File: config.mk
export PLATFORM = sky130hd
export DESIGN_NAME = nabp_processing_swap_control
export DESIGN_NICKNAME = d
export VERILOG_FILES = /design/src/rtl/nabp_processing_swap_control.sv
export SDC_FILE = /design/constraint.sdc
export NUM_CORES = 1
export LEC_CHECK = 0
export CAP_MARGIN = 10
export CORE_MARGIN = 3
export CORE_UTILIZATION = 36
export DETAILED_ROUTE_END_ITERATION = 12
export PLACE_DENSITY_LB_ADDON = 0.25
export SETUP_SLACK_MARGIN = 0.02
export SLEW_MARGIN = 20
export SYNTH_ARGS = -nofsm -noshare
export SYNTH_HDL_FRONTEND = slang
export SYNTH_SLANG_ARGS = --single-unit
File: constraint.sdc
create_clock -name clk -period 10.8 [get_ports clk]
set_input_delay 2.16 -clock clk [delete_from_list [all_inputs] [get_ports clk]]
set_output_delay 2.16 -clock clk [all_outputs]
set_load 0.01 [all_outputs]
File: src/rtl/nabp_processing_swap_control.sv
// Run sequencer for two back-projection units: hands out N_ANGLES iterations with their
// accumulator bases, keeps buffer swaps in grant order and tracks iterations still shifting.
module nabp_processing_swap_control #(
    parameter int N_ANGLES = 180,
    parameter int ACC_W    = 16
) (
    input  logic             clk,
    input  logic             reset,
    input  logic             start,
    output logic             busy,
    output logic             done,
    output logic [1:0]       dbg_state,
    input  logic [ACC_W-1:0] cfg_sh_init,
    input  logic [ACC_W-1:0] cfg_sh_step,
    input  logic [ACC_W-1:0] cfg_mp_init,
    input  logic [ACC_W-1:0] cfg_mp_init_step,
    input  logic [ACC_W-1:0] cfg_mp_step,
    input  logic             sw_next_itr_0,
    output logic             sw_next_itr_ack_0,
    input  logic             sw_swap_0,
    output logic             sw_swap_ack_0,
    input  logic             sh_shift_done_0,
    input  logic             sw_next_itr_1,
    output logic             sw_next_itr_ack_1,
    input  logic             sw_swap_1,
    output logic             sw_swap_ack_1,
    input  logic             sh_shift_done_1,
    output logic [ACC_W-1:0] sw_sh_accu_base,
    output logic [ACC_W-1:0] sw_mp_accu_init,
    output logic [ACC_W-1:0] sw_mp_accu_base
);

    typedef enum logic [1:0] {
        S_IDLE  = 2'd0,
        S_RUN   = 2'd1,
        S_DRAIN = 2'd2
    } state_t;

    localparam logic [7:0] K_LAST = 8'(N_ANGLES);

    state_t           state_q, state_d;
    logic [7:0]       k_q, k_d;
    logic [ACC_W-1:0] sh_acc_q, sh_acc_d;
    logic [ACC_W-1:0] mpi_acc_q, mpi_acc_d;
    logic [ACC_W-1:0] mp_acc_q, mp_acc_d;
    logic [ACC_W-1:0] sh_step_q, sh_step_d;
    logic [ACC_W-1:0] mpi_step_q, mpi_step_d;
    logic [ACC_W-1:0] mp_step_q, mp_step_d;
    logic             rr_q, rr_d;
    logic [8:0]       out_q, out_d;
    logic             q0_q, q0_d;
    logic             q1_q, q1_d;
    logic [1:0]       qcnt_q, qcnt_d;
    logic             done_q, done_d;

    logic can_grant, gnt0, gnt1, granted, gnt_id;
    logic swap0, swap1, popped;

    // Grants stall while both swap-order slots are occupied so no swap is ever lost.
    always_comb begin
        can_grant = (state_q == S_RUN) && (qcnt_q != 2'd2);
        gnt0      = can_grant && sw_next_itr_0 && (!sw_next_itr_1 || !rr_q);
        gnt1      = can_grant && sw_next_itr_1 && (!sw_next_itr_0 || rr_q);
        granted   = gnt0 || gnt1;
        gnt_id    = gnt1;
        swap0     = (qcnt_q != 2'd0) && !q0_q && sw_swap_0;
        swap1     = (qcnt_q != 2'd0) && q0_q && sw_swap_1;
        popped    = swap0 || swap1;
    end

    always_comb begin
        state_d    = state_q;
        k_d        = k_q;
        sh_acc_d   = sh_acc_q;
        mpi_acc_d  = mpi_acc_q;
        mp_acc_d   = mp_acc_q;
        sh_step_d  = sh_step_q;
        mpi_step_d = mpi_step_q;
        mp_step_d  = mp_step_q;
        rr_d       = rr_q;
        out_d      = out_q;
        q0_d       = q0_q;
        q1_d       = q1_q;
        qcnt_d     = qcnt_q;
        done_d     = 1'b0;

        if (granted) begin
            k_d       = k_q + 8'd1;
            sh_acc_d  = sh_acc_q + sh_step_q;
            mpi_acc_d = mpi_acc_q + mpi_step_q;
            mp_acc_d  = mp_acc_q + mp_step_q;
            rr_d      = !gnt_id;
        end

        if (granted && popped) begin
            q0_d = (qcnt_q == 2'd1) ? gnt_id : q1_q;
        end else if (granted) begin
            if (qcnt_q == 2'd0) q0_d = gnt_id;
            else                q1_d = gnt_id;
            qcnt_d = qcnt_q + 2'd1;
        end else if (popped) begin
            q0_d   = q1_q;
            qcnt_d = qcnt_q - 2'd1;
        end

        if (state_q != S_IDLE) begin
            out_d = out_q + {8'd0, granted} - {8'd0, sh_shift_done_0} - {8'd0, sh_shift_done_1};
        end

        case (state_q)
            S_IDLE: begin
                if (start) begin
                    state_d    = S_RUN;
                    k_d        = 8'd0;
                    sh_acc_d   = cfg_sh_init;
                    mpi_acc_d  = cfg_mp_init;
                    mp_acc_d   = '0;
                    sh_step_d  = cfg_sh_step;
                    mpi_step_d = cfg_mp_init_step;
                    mp_step_d  = cfg_mp_step;
                    rr_d       = 1'b0;
                    out_d      = 9'd0;
                    qcnt_d     = 2'd0;
                    q0_d       = 1'b0;
                    q1_d       = 1'b0;
                end
            end
            S_RUN: begin
                if (k_d == K_LAST) state_d = S_DRAIN;
            end
            S_DRAIN: begin
                // Looking at the next count makes done follow the last shift-done by one cycle.
                if (out_d == 9'd0) begin
                    state_d = S_IDLE;
                    done_d  = 1'b1;
                end
            end
            default: state_d = S_IDLE;
        endcase
    end

    always_ff @(posedge clk or posedge reset) begin
        if (reset) begin
            state_q    <= S_IDLE;
            k_q        <= 8'd0;
            sh_acc_q   <= '0;
            mpi_acc_q  <= '0;
            mp_acc_q   <= '0;
            sh_step_q  <= '0;
            mpi_step_q <= '0;
            mp_step_q  <= '0;
            rr_q       <= 1'b0;
            out_q      <= 9'd0;
            q0_q       <= 1'b0;
            q1_q       <= 1'b0;
            qcnt_q     <= 2'd0;
            done_q     <= 1'b0;
        end else begin
            state_q    <= state_d;
            k_q        <= k_d;
            sh_acc_q   <= sh_acc_d;
            mpi_acc_q  <= mpi_acc_d;
            mp_acc_q   <= mp_acc_d;
            sh_step_q  <= sh_step_d;
            mpi_step_q <= mpi_step_d;
            mp_step_q  <= mp_step_d;
            rr_q       <= rr_d;
            out_q      <= out_d;
            q0_q       <= q0_d;
            q1_q       <= q1_d;
            qcnt_q     <= qcnt_d;
            done_q     <= done_d;
        end
    end

    // Handshake: each ack is high only in the same cycle as its request and means accepted.
    assign sw_next_itr_ack_0 = gnt0;
    assign sw_next_itr_ack_1 = gnt1;
    assign sw_swap_ack_0     = swap0;
    assign sw_swap_ack_1     = swap1;
    assign sw_sh_accu_base   = sh_acc_q;
    assign sw_mp_accu_init   = mpi_acc_q;
    assign sw_mp_accu_base   = mp_acc_q;
    assign busy              = (state_q != S_IDLE);
    assign done              = done_q;
    assign dbg_state         = state_q;

endmodule
======== Yosys cells after proc, flatten, opt, wreduce, memory -nomap -nowiden ========
Index checks and enable logic that the tools add are counted.
Widths: inputs -> output; s select.
cells by class
  add/subtract/negate cells ............... 9
  multipliers ............................. 0
  divide/modulo/power cells ............... 0
  order comparisons ....................... 0
  eq/ne operators ......................... 8
  shift operators ......................... 0
  mux-type cells .......................... 41
  bitwise gates (word level) .............. 0
  reduce and logical (&&, ||, !) cells .... 26
operators with widths
  cell                 count
  $mux 16              9
  $add 16x16->16       3
  $mux 9               3
  $mux 8               3
  $sub 9x1->9          2
  $mux 1               17
  $mux 2               8
  $logic_and 1x1->1    10
  $add 9x1->9          1
  $logic_not 9->1      1
  $add 8x1->8 const B  1
  $eq 8x8->1 const B   1
  $ne 2x2->1 const B   3
  $pmux 2 s3           1
  $logic_not 1->1      5
  $eq 2x1->1 const B   2
  $logic_not 2->1      2
  $logic_or 1x1->1     4
  $reduce_bool 2->1    2
  $reduce_and 3->1     1
  $add 2x1->2 const B  1
  $eq 2x2->1 const B   1
  $ne 2x1->1 const B   1
  $reduce_and 2->1     1
  $sub 2x1->2 const B  1
word-level totals
  flip-flop bits (word level) ............. 121
  latch bits .............................. 0
  bits in writable memories ............... 0
  ROM bits ................................ 0
  input port bits ......................... 89
  output and inout port bits .............. 56
  word-level logic and storage cells ...... 98
  memories ................................ 0

======== Longest topological paths before layout ========
Gate-level depths: netlist of run 1.
  depth after elaboration ................. 12
  depth in mapped cells ................... 18
  mapped depth without buffers ............ 16

======== Worst setup path before layout of run 1 ========
Ideal clock, no wire load.
  kind .................................... input port to flip-flop
  from .................................... in sw_next_itr_0
  to ...................................... reg state_q[1], in the netlist dbg_state[1]
  setup time .............................. 121 ps
  arrival ................................. 4675 ps
  required time ........................... 10679 ps
  path slack .............................. 6004 ps
  stages .................................. 13
  path buffers ............................ 2
  path through ............................ o21ai_1 -> inv_2 -> buf_2 -> buf_1 -> ha_1 -> ha_1 -> a21oi_1 -> nor2b_1 -> a311o_1 -> o31ai_1 -> xnor3_1 -> nand4_1 -> a22o_1
on the way
  longest elaborated chain between the ends .. 11
  elaborated cells between the ends (all ways) .. 16
  those cells by class .................... add/sub (3); eq/ne (3); mux (2); reduce/logical (8)
ends and longest elaborated chain
  element                         line  RTL
  from (decl)                     18    input logic sw_next_itr_0,
  $logic_not 1->1                 63    gnt1 = can_grant && sw_next_itr_1 && (!sw_next_itr_0 || rr_q);
  $logic_or 1x1->1                63
  $logic_and 1x1->1               63
  $logic_or 1x1->1 (*)            64    granted = gnt0 || gnt1;
  $add 9x1->9                     107   out_d = out_q + {8'd0, granted} - {8'd0, sh_shift_done_0} - {8'd0, sh_shift_done_1};
  $sub 9x1->9 (2 in series)       107
  $mux 9                          106   if (state_q != S_IDLE) begin
  $logic_not 9->1                 133   if (out_d == 9'd0) begin
  $ne 2x2->1 (no line)            n/a
  $reduce_and 3->1 (no line) (*)  n/a
  to (signal assigned)            159   state_q <= state_d;
  to (decl)                       41    state_t state_q, state_d;
Every way passes the cells marked *; elsewhere a longest branch is shown, timed or not.
A chain may end at the register's enable or synchronous reset.

======== Worst setup path in the final report of run 1 ========
  from .................................... in sw_swap_0
  to ...................................... out sw_swap_ack_0
on the way
  longest elaborated chain between the ends .. 1
ends and longest elaborated chain
  element            line  RTL
  from (decl)        20    input logic sw_swap_0,
  $logic_and 1x1->1  66    swap0 = (qcnt_q != 2'd0) && !q0_q && sw_swap_0;
  to (decl)          21    output logic sw_swap_ack_0,
No other way between the ends.

==> results.json, run 1 <==
{
  "outcome": "completed",
  "setup_ws_ns": 4.98,
  "syn_inst": 889,
  "synthesis.area_um2": 7530,
  "hold_viol": 0,
  "start_kind": "input port",
  "grt_overflow_total": 0,
  "synth_top_cell_by_area": "dfrtp_1",
  "cp.depth": 3,
  "final_layout_size_suffix_gt1_share_pct": 4.85,
  "cp_common_cell": "clkdlybuf4s50_1",
  "insertion_delay_ns": 0.41,
  "synth-main-ff-cell": "dfrtp_1",
  "cap_violations": 0,
  "rsz0062_at_grt": "false",
  "ys_types": 67,
  "power.density_nw_per_um2": 272,
  "critPathArrivalTime_ns": 3.66,
  "finalClockSkew_ns": 0.00951,
  "grt_max_degree": 106,
  "drtAntennaViolNets": 0,
  "crit_type": "in2out",
  "ys_warn_count": 0,
  "utilization_pct": 48.1,
  "fillCellCount": 1989,
  "synth-seq-cells": 121,
  "wl_per_cell_um": 15.0,
  "dp_cells": 1269,
  "gp_congestion": 0.824,
  "fmax_mhz": 172,
  "synth_top_area_share_pct": 40.2,
  "antenna_cells": 0,
  "postPlaceCellArea_um2": 9220,
  "max_slew_margin_pct": 36.5,
  "yosys-top-cells-count": "219 x nand2_1, 121 x dfrtp_1, 78 x a21oi_1",
  "post_cts_resize_count": 0,
  "cts_buffers": 17,
  "initial_core_util_pct": 36.9,
  "irDropWorstVdd_uv": 117,
  "critPathBufInv": 2,
  "hold_class": "reg2reg",
  "area_growth_pct": 30.3,
  "rr_worst_depth": 15,
  "num_vias": 6526,
  "cts_tree": "built",
  "intPower_mw": 1.63,
  "p_leak_nw": 4.57,
  "port-buffer-count": 144,
  "syn_nets": 1041,
  "grt_pass1_wl_um": 32300,
  "dp_slack_ns": 4.56,
  "post-route-period-util_pct": 53.9,
  "crit_slowest_cell": "clkdlybuf4s50_1",
  "slowest_delay_ns": 0.61,
  "yosysSeqAreaShare_pct": 40.2,
  "die_x_um": 151,
  "fp.dieH_um": 151,
  "first_global_vias": 6413,
  "hpwlAfterDp_um": 13300,
  "clockBufferDepth": 2,
  "drtIter0Drc": 310,
  "die_area_um2": 22700,
  "ys_top_cells_by_area": "dfrtp_1 40%, nand2_1 11%, ha_1 9.6%",
  "post-route-min-period_ns": 5.82,
  "comb_power_share_pct": 50.3,
  "slew_viol_final": 0,
  "antenna_found_initial": 1,
  "coreArea_um2": 20400,
  "finalSetupViolations": 0,
  "crit_path_max_fanout": 3,
  "path_cells": "clkdlybuf4s50_1 > nor3b_1 > clkdlybuf4s50_1",
  "async_flop_share_pct": 100,
  "hold_buffers": 0,
  "rows": 52,
  "clock-sinks": 121,
  "path_clk_slew_ns": 0.06,
  "stdcell_area_um2": 9820,
  "min_path_cells": 2,
  "dr.pass1.iters": 4,
  "via_per_inst": 5.02,
  "wirelength_um": 19600,
  "synth.most_common_cell": "nand2_1",
  "grt_usage_pct": 17.7,
  "fin_cells": 1301,
  "cts-root-buf": "clkbuf_16",
  "cts_max_level": 4,
  "cts_setup_buffers": 0,
  "critPathRequiredTime_ns": 8.64,
  "p_seq_share_pct": 27.8,
  "switchingPower_mw": 1.04,
  "path_delay_family": "buffers and inverters",
  "syn_area_per_cell_um2": 8.48,
  "clock_power_share_pct": 21.9,
  "synth-edff-count": 0,
  "p_sw_share_pct": 38.9,
  "cp-end-kind": "output port",
  "fin_setup_tns_ns": 0,
  "nets": 1170,
  "num_io_pins": 145,
  "worst_slew_pin_slew_ns": 0.952,
  "drc": 0
}
[state kept, by name, indices dropped and copies added, names as in the netlist]
register / cells
sh_step_q: 16
k_q: 8
mpi_step_q: 16
q0_q: 1
qcnt_q: 2
out_q: 9
sw_mp_accu_init: 16
done: 1
sw_mp_accu_base: 16
q1_q: 1
sw_sh_accu_base: 16
dbg_state: 2
mp_step_q: 16
rr_q: 1
[per-layer routing]
metal | routed length [um] | GRT usage, % | part of all wire [%]
met5 | 17 | 0 | 0.087
met4 | 314 | 5.26 | 1.6
met3 | 918 | 4.30 | 4.7
met2 | 8870 | 28.0 | 45
met1 | 9440 | 24.1 | 48
[tightest hold or removal path, cell delays in order (launching register included)]
cell and delay (ns):
dfrtp_1 0.34, nand2_1 0.05, nand2_1 0.05
[kinds of logic after synthesis]
group                    share of synthesized area (%)
AND/OR/NAND/NOR                                   20.9
AO/OA/AOI/OAI                                     18.8
flip-flops                                        40.2
buffers and inverters                             3.59
adder cells (fa/ha/maj)                           11.0
XOR/XNOR                                          5.30
multiplexers                                     0.282
[metrics by stage]
stage                     hold WS (ns)  power (mW)
after floorplan                  0.450        1.65
after global placement           0.462        2.07
after detailed placement         0.470        2.09
after CTS                        0.484        2.69
after global routing             0.506        2.91
final                            0.478        2.67
[placed cells by master, fill, tap and decap left out, types with 17 or more instances in the layout]
master	n
clkdlybuf4s50_1	144
xnor2_1	21
xor2_1	22
o21ai_1	32
o21ai_0	24
dfrtp_1	121
a21oi_1	78
inv_1	31
clkbuf_16	17
a21o_1	17
nor2_1	54
nand2_1	218
ha_1	58
[worst paths after layout]
| path | startpoint | to | slack (ns) |
|---|---|---|---|
| min in group asynchronous | reset | out_q[1] | 2.17 |
| max | sw_swap_0 | sw_swap_ack_0 | 4.98 |
| min reg2reg | sh_step_q[7] | sh_step_q[7] | 0.48 |
| max reg2reg | qcnt_q[0] | dbg_state[1] | 6.61 |
| min | sh_step_q[7] | sh_step_q[7] | 0.48 |
| max in group asynchronous | reset | sw_mp_accu_init[4] | 7.22 |
[cell type report]
type                    instances  area (um2)  area share (%)
clock buffers                  24         482            4.91
clock inverters                 8         118            1.20
inverters                      33         126            1.29
multi-input cells             697        4250            43.3
flip-flops and latches        121        3030            30.8
well taps                     270         338            3.44
repair buffers                148        1480            15.0
[power by group through the flow]
stage | Clock, mW | Sequential (mW) | Combinational [mW]
6_report | 0.584 | 0.743 | 1.34
4_1_cts | 0.596 | 0.745 | 1.35
2_1_floorplan | 0 | 0.754 | 0.896
3_3_place_gp | 0 | 0.749 | 1.32
3_5_place_dp | 0 | 0.749 | 1.34
5_1_grt | 0.619 | 0.767 | 1.52
(Power assumes the default switching activity.)
==> run 2, diff against run 1 <==
==> constraint.sdc (replaced) <==
create_clock -name clk -period 5.92 [get_ports clk]
set_input_delay 1.184 -clock clk [delete_from_list [all_inputs] [get_ports clk]]
set_output_delay 1.184 -clock clk [all_outputs]
set_load 0.01 [all_outputs]
==> results.json, run 2 (synthesized netlist as in run 1, its figures left out) <==
{
  "outcome": "completed",
  "cts-root-buf": "clkbuf_16",
  "stdcell_area_um2": 9760,
  "wl_met1_um": 9220,
  "routed.top_layer": "met5",
  "fin_setup_tns_ns": 0,
  "cts_max_level": 4,
  "hold_class": "reg2reg",
  "met2_length_um": 8970,
  "wl_per_cell_um": 15.0,
  "slew_viol_final": 0,
  "hpwlAfterDp_um": 13400,
  "coreArea_um2": 20400,
  "cp-end-kind": "output port",
  "p_leak_nw": 4.54,
  "max_slew_margin_pct": 39.9,
  "clock-sinks": 121,
  "fillCellCount": 2026,
  "switchingPower_mw": 1.91,
  "finalClockSkew_ns": 0.00779,
  "cap_violations": 0,
  "cts_setup_buffers": 0,
  "antenna_cells": 0,
  "grt_pass1_wl_um": 32100,
  "drtAntennaViolNets": 0,
  "rsz0062_at_grt": "false",
  "crit_type": "in2out",
  "crit_path_max_fanout": 3,
  "path_clk_slew_ns": 0.05,
  "p_seq_share_pct": 28.4,
  "utilization_pct": 47.8,
  "p_sw_share_pct": 40.0,
  "insertion_delay_ns": 0.41,
  "cts_buffers": 17,
  "die_x_um": 151,
  "area_growth_pct": 29.6,
  "postPlaceCellArea_um2": 9230,
  "post_cts_resize_count": 0,
  "wirelength_um": 19600,
  "port-buffer-count": 144,
  "post-route-period-util_pct": 67.0,
  "critPathArrivalTime_ns": 2.78,
  "num_io_pins": 145,
  "first_global_vias": 6461,
  "nets": 1172,
  "finalSetupViolations": 0,
  "die_area_um2": 22700,
  "mostFrequentLayoutCells": "218 x nand2_1, 144 x clkdlybuf4s50_1, 121 x dfrtp_1",
  "fp.dieH_um": 151,
  "clockBufferDepth": 2,
  "grt_overflow_total": 0,
  "dr.pass1.iters": 4,
  "fmax_mhz": 252,
  "rows": 52,
  "intPower_mw": 2.87,
  "irDropWorstVdd_uv": 211,
  "dr_wl_met3_um": 1170,
  "grt_max_degree": 79,
  "total_power_mw": 4.77,
  "drc": 0,
  "post-route-min-period_ns": 3.97,
  "cts_tree": "built",
  "drtIter0Drc": 307,
  "num_vias": 6619,
  "antenna_found_initial": 1,
  "hold_buffers": 0,
  "initial_core_util_pct": 36.9,
  "comb_power_share_pct": 51.5,
  "worst_slew_pin_slew_ns": 0.901,
  "grt_usage_pct": 17.7,
  "power.density_nw_per_um2": 489,
  "final_layout_size_suffix_gt1_share_pct": 4.94,
  "via_per_inst": 5.08,
  "gp_congestion": 0.845,
  "final_common_cell": "nand2_1",
  "hold_viol": 0,
  "clock_power_share_pct": 20.2,
  "start_kind": "input port",
  "critPathRequiredTime_ns": 4.74
}
run 2: metrics by stage:
stage / hold slack [ns] / worst slack, ns / instances
2_1_floorplan: 0.450 / 1.52 / 889
3_3_place_gp: 0.462 / 1.68 / 1271
3_5_place_dp: 0.467 / 1.62 / 1271
4_1_cts: 0.481 / 1.96 / 1303
5_1_grt: 0.506 / 1.89 / 1303
6_report: 0.477 / 1.95 / 1303
run 2: final timing paths:
kind / startpoint / to / slack (ns) / cells past startpoint
setup / recovery: sw_swap_0 / sw_swap_ack_0 / 1.95 / 3
hold reg to reg: sh_step_q[0] / sh_step_q[0] / 0.48 / 2
min in group asynchronous: reset / out_q[1] / 1.20 / 2
setup reg to reg: qcnt_q[0] / dbg_state[1] / 2.89 / 15
hold / removal: sh_step_q[0] / sh_step_q[0] / 0.48 / 2
max in group asynchronous: reset / sw_mp_accu_base[9] / 3.70 / 3
run 2: cell type report:
class | instances | area (um2) | area share, %
multi-input combinational | 697 | 4250 | 43.6
inverter | 33 | 126 | 1.29
tap | 270 | 338 | 3.46
sequential | 121 | 3030 | 31.0
timing repair buffer | 150 | 1490 | 15.2
clock buffer | 23 | 458 | 4.69
clock inverter | 9 | 75.1 | 0.769
run 2: power by group through the flow:
stage	sequential, mW	combinational (mW)	clock (mW)
2_1_floorplan	1.38	1.64	0
3_3_place_gp	1.36	2.42	0
3_5_place_dp	1.36	2.46	0
4_1_cts	1.35	2.47	0.989
5_1_grt	1.39	2.78	1.03
6_report	1.35	2.46	0.962
run 2: critical path, cell delays in order:
cell and delay (ns):
clkdlybuf4s50_1 0.52, nor3b_1 0.43, clkdlybuf4s50_1 0.64
run 2: per-layer routing:
metal | vias to the layer above | GRT usage (%)
met5 | - | 0
met4 | 2 | 4.53
met3 | 18 | 4.94
met2 | 136 | 28.6
met1 | 3115 | 23.6
li1 | 3348 | -
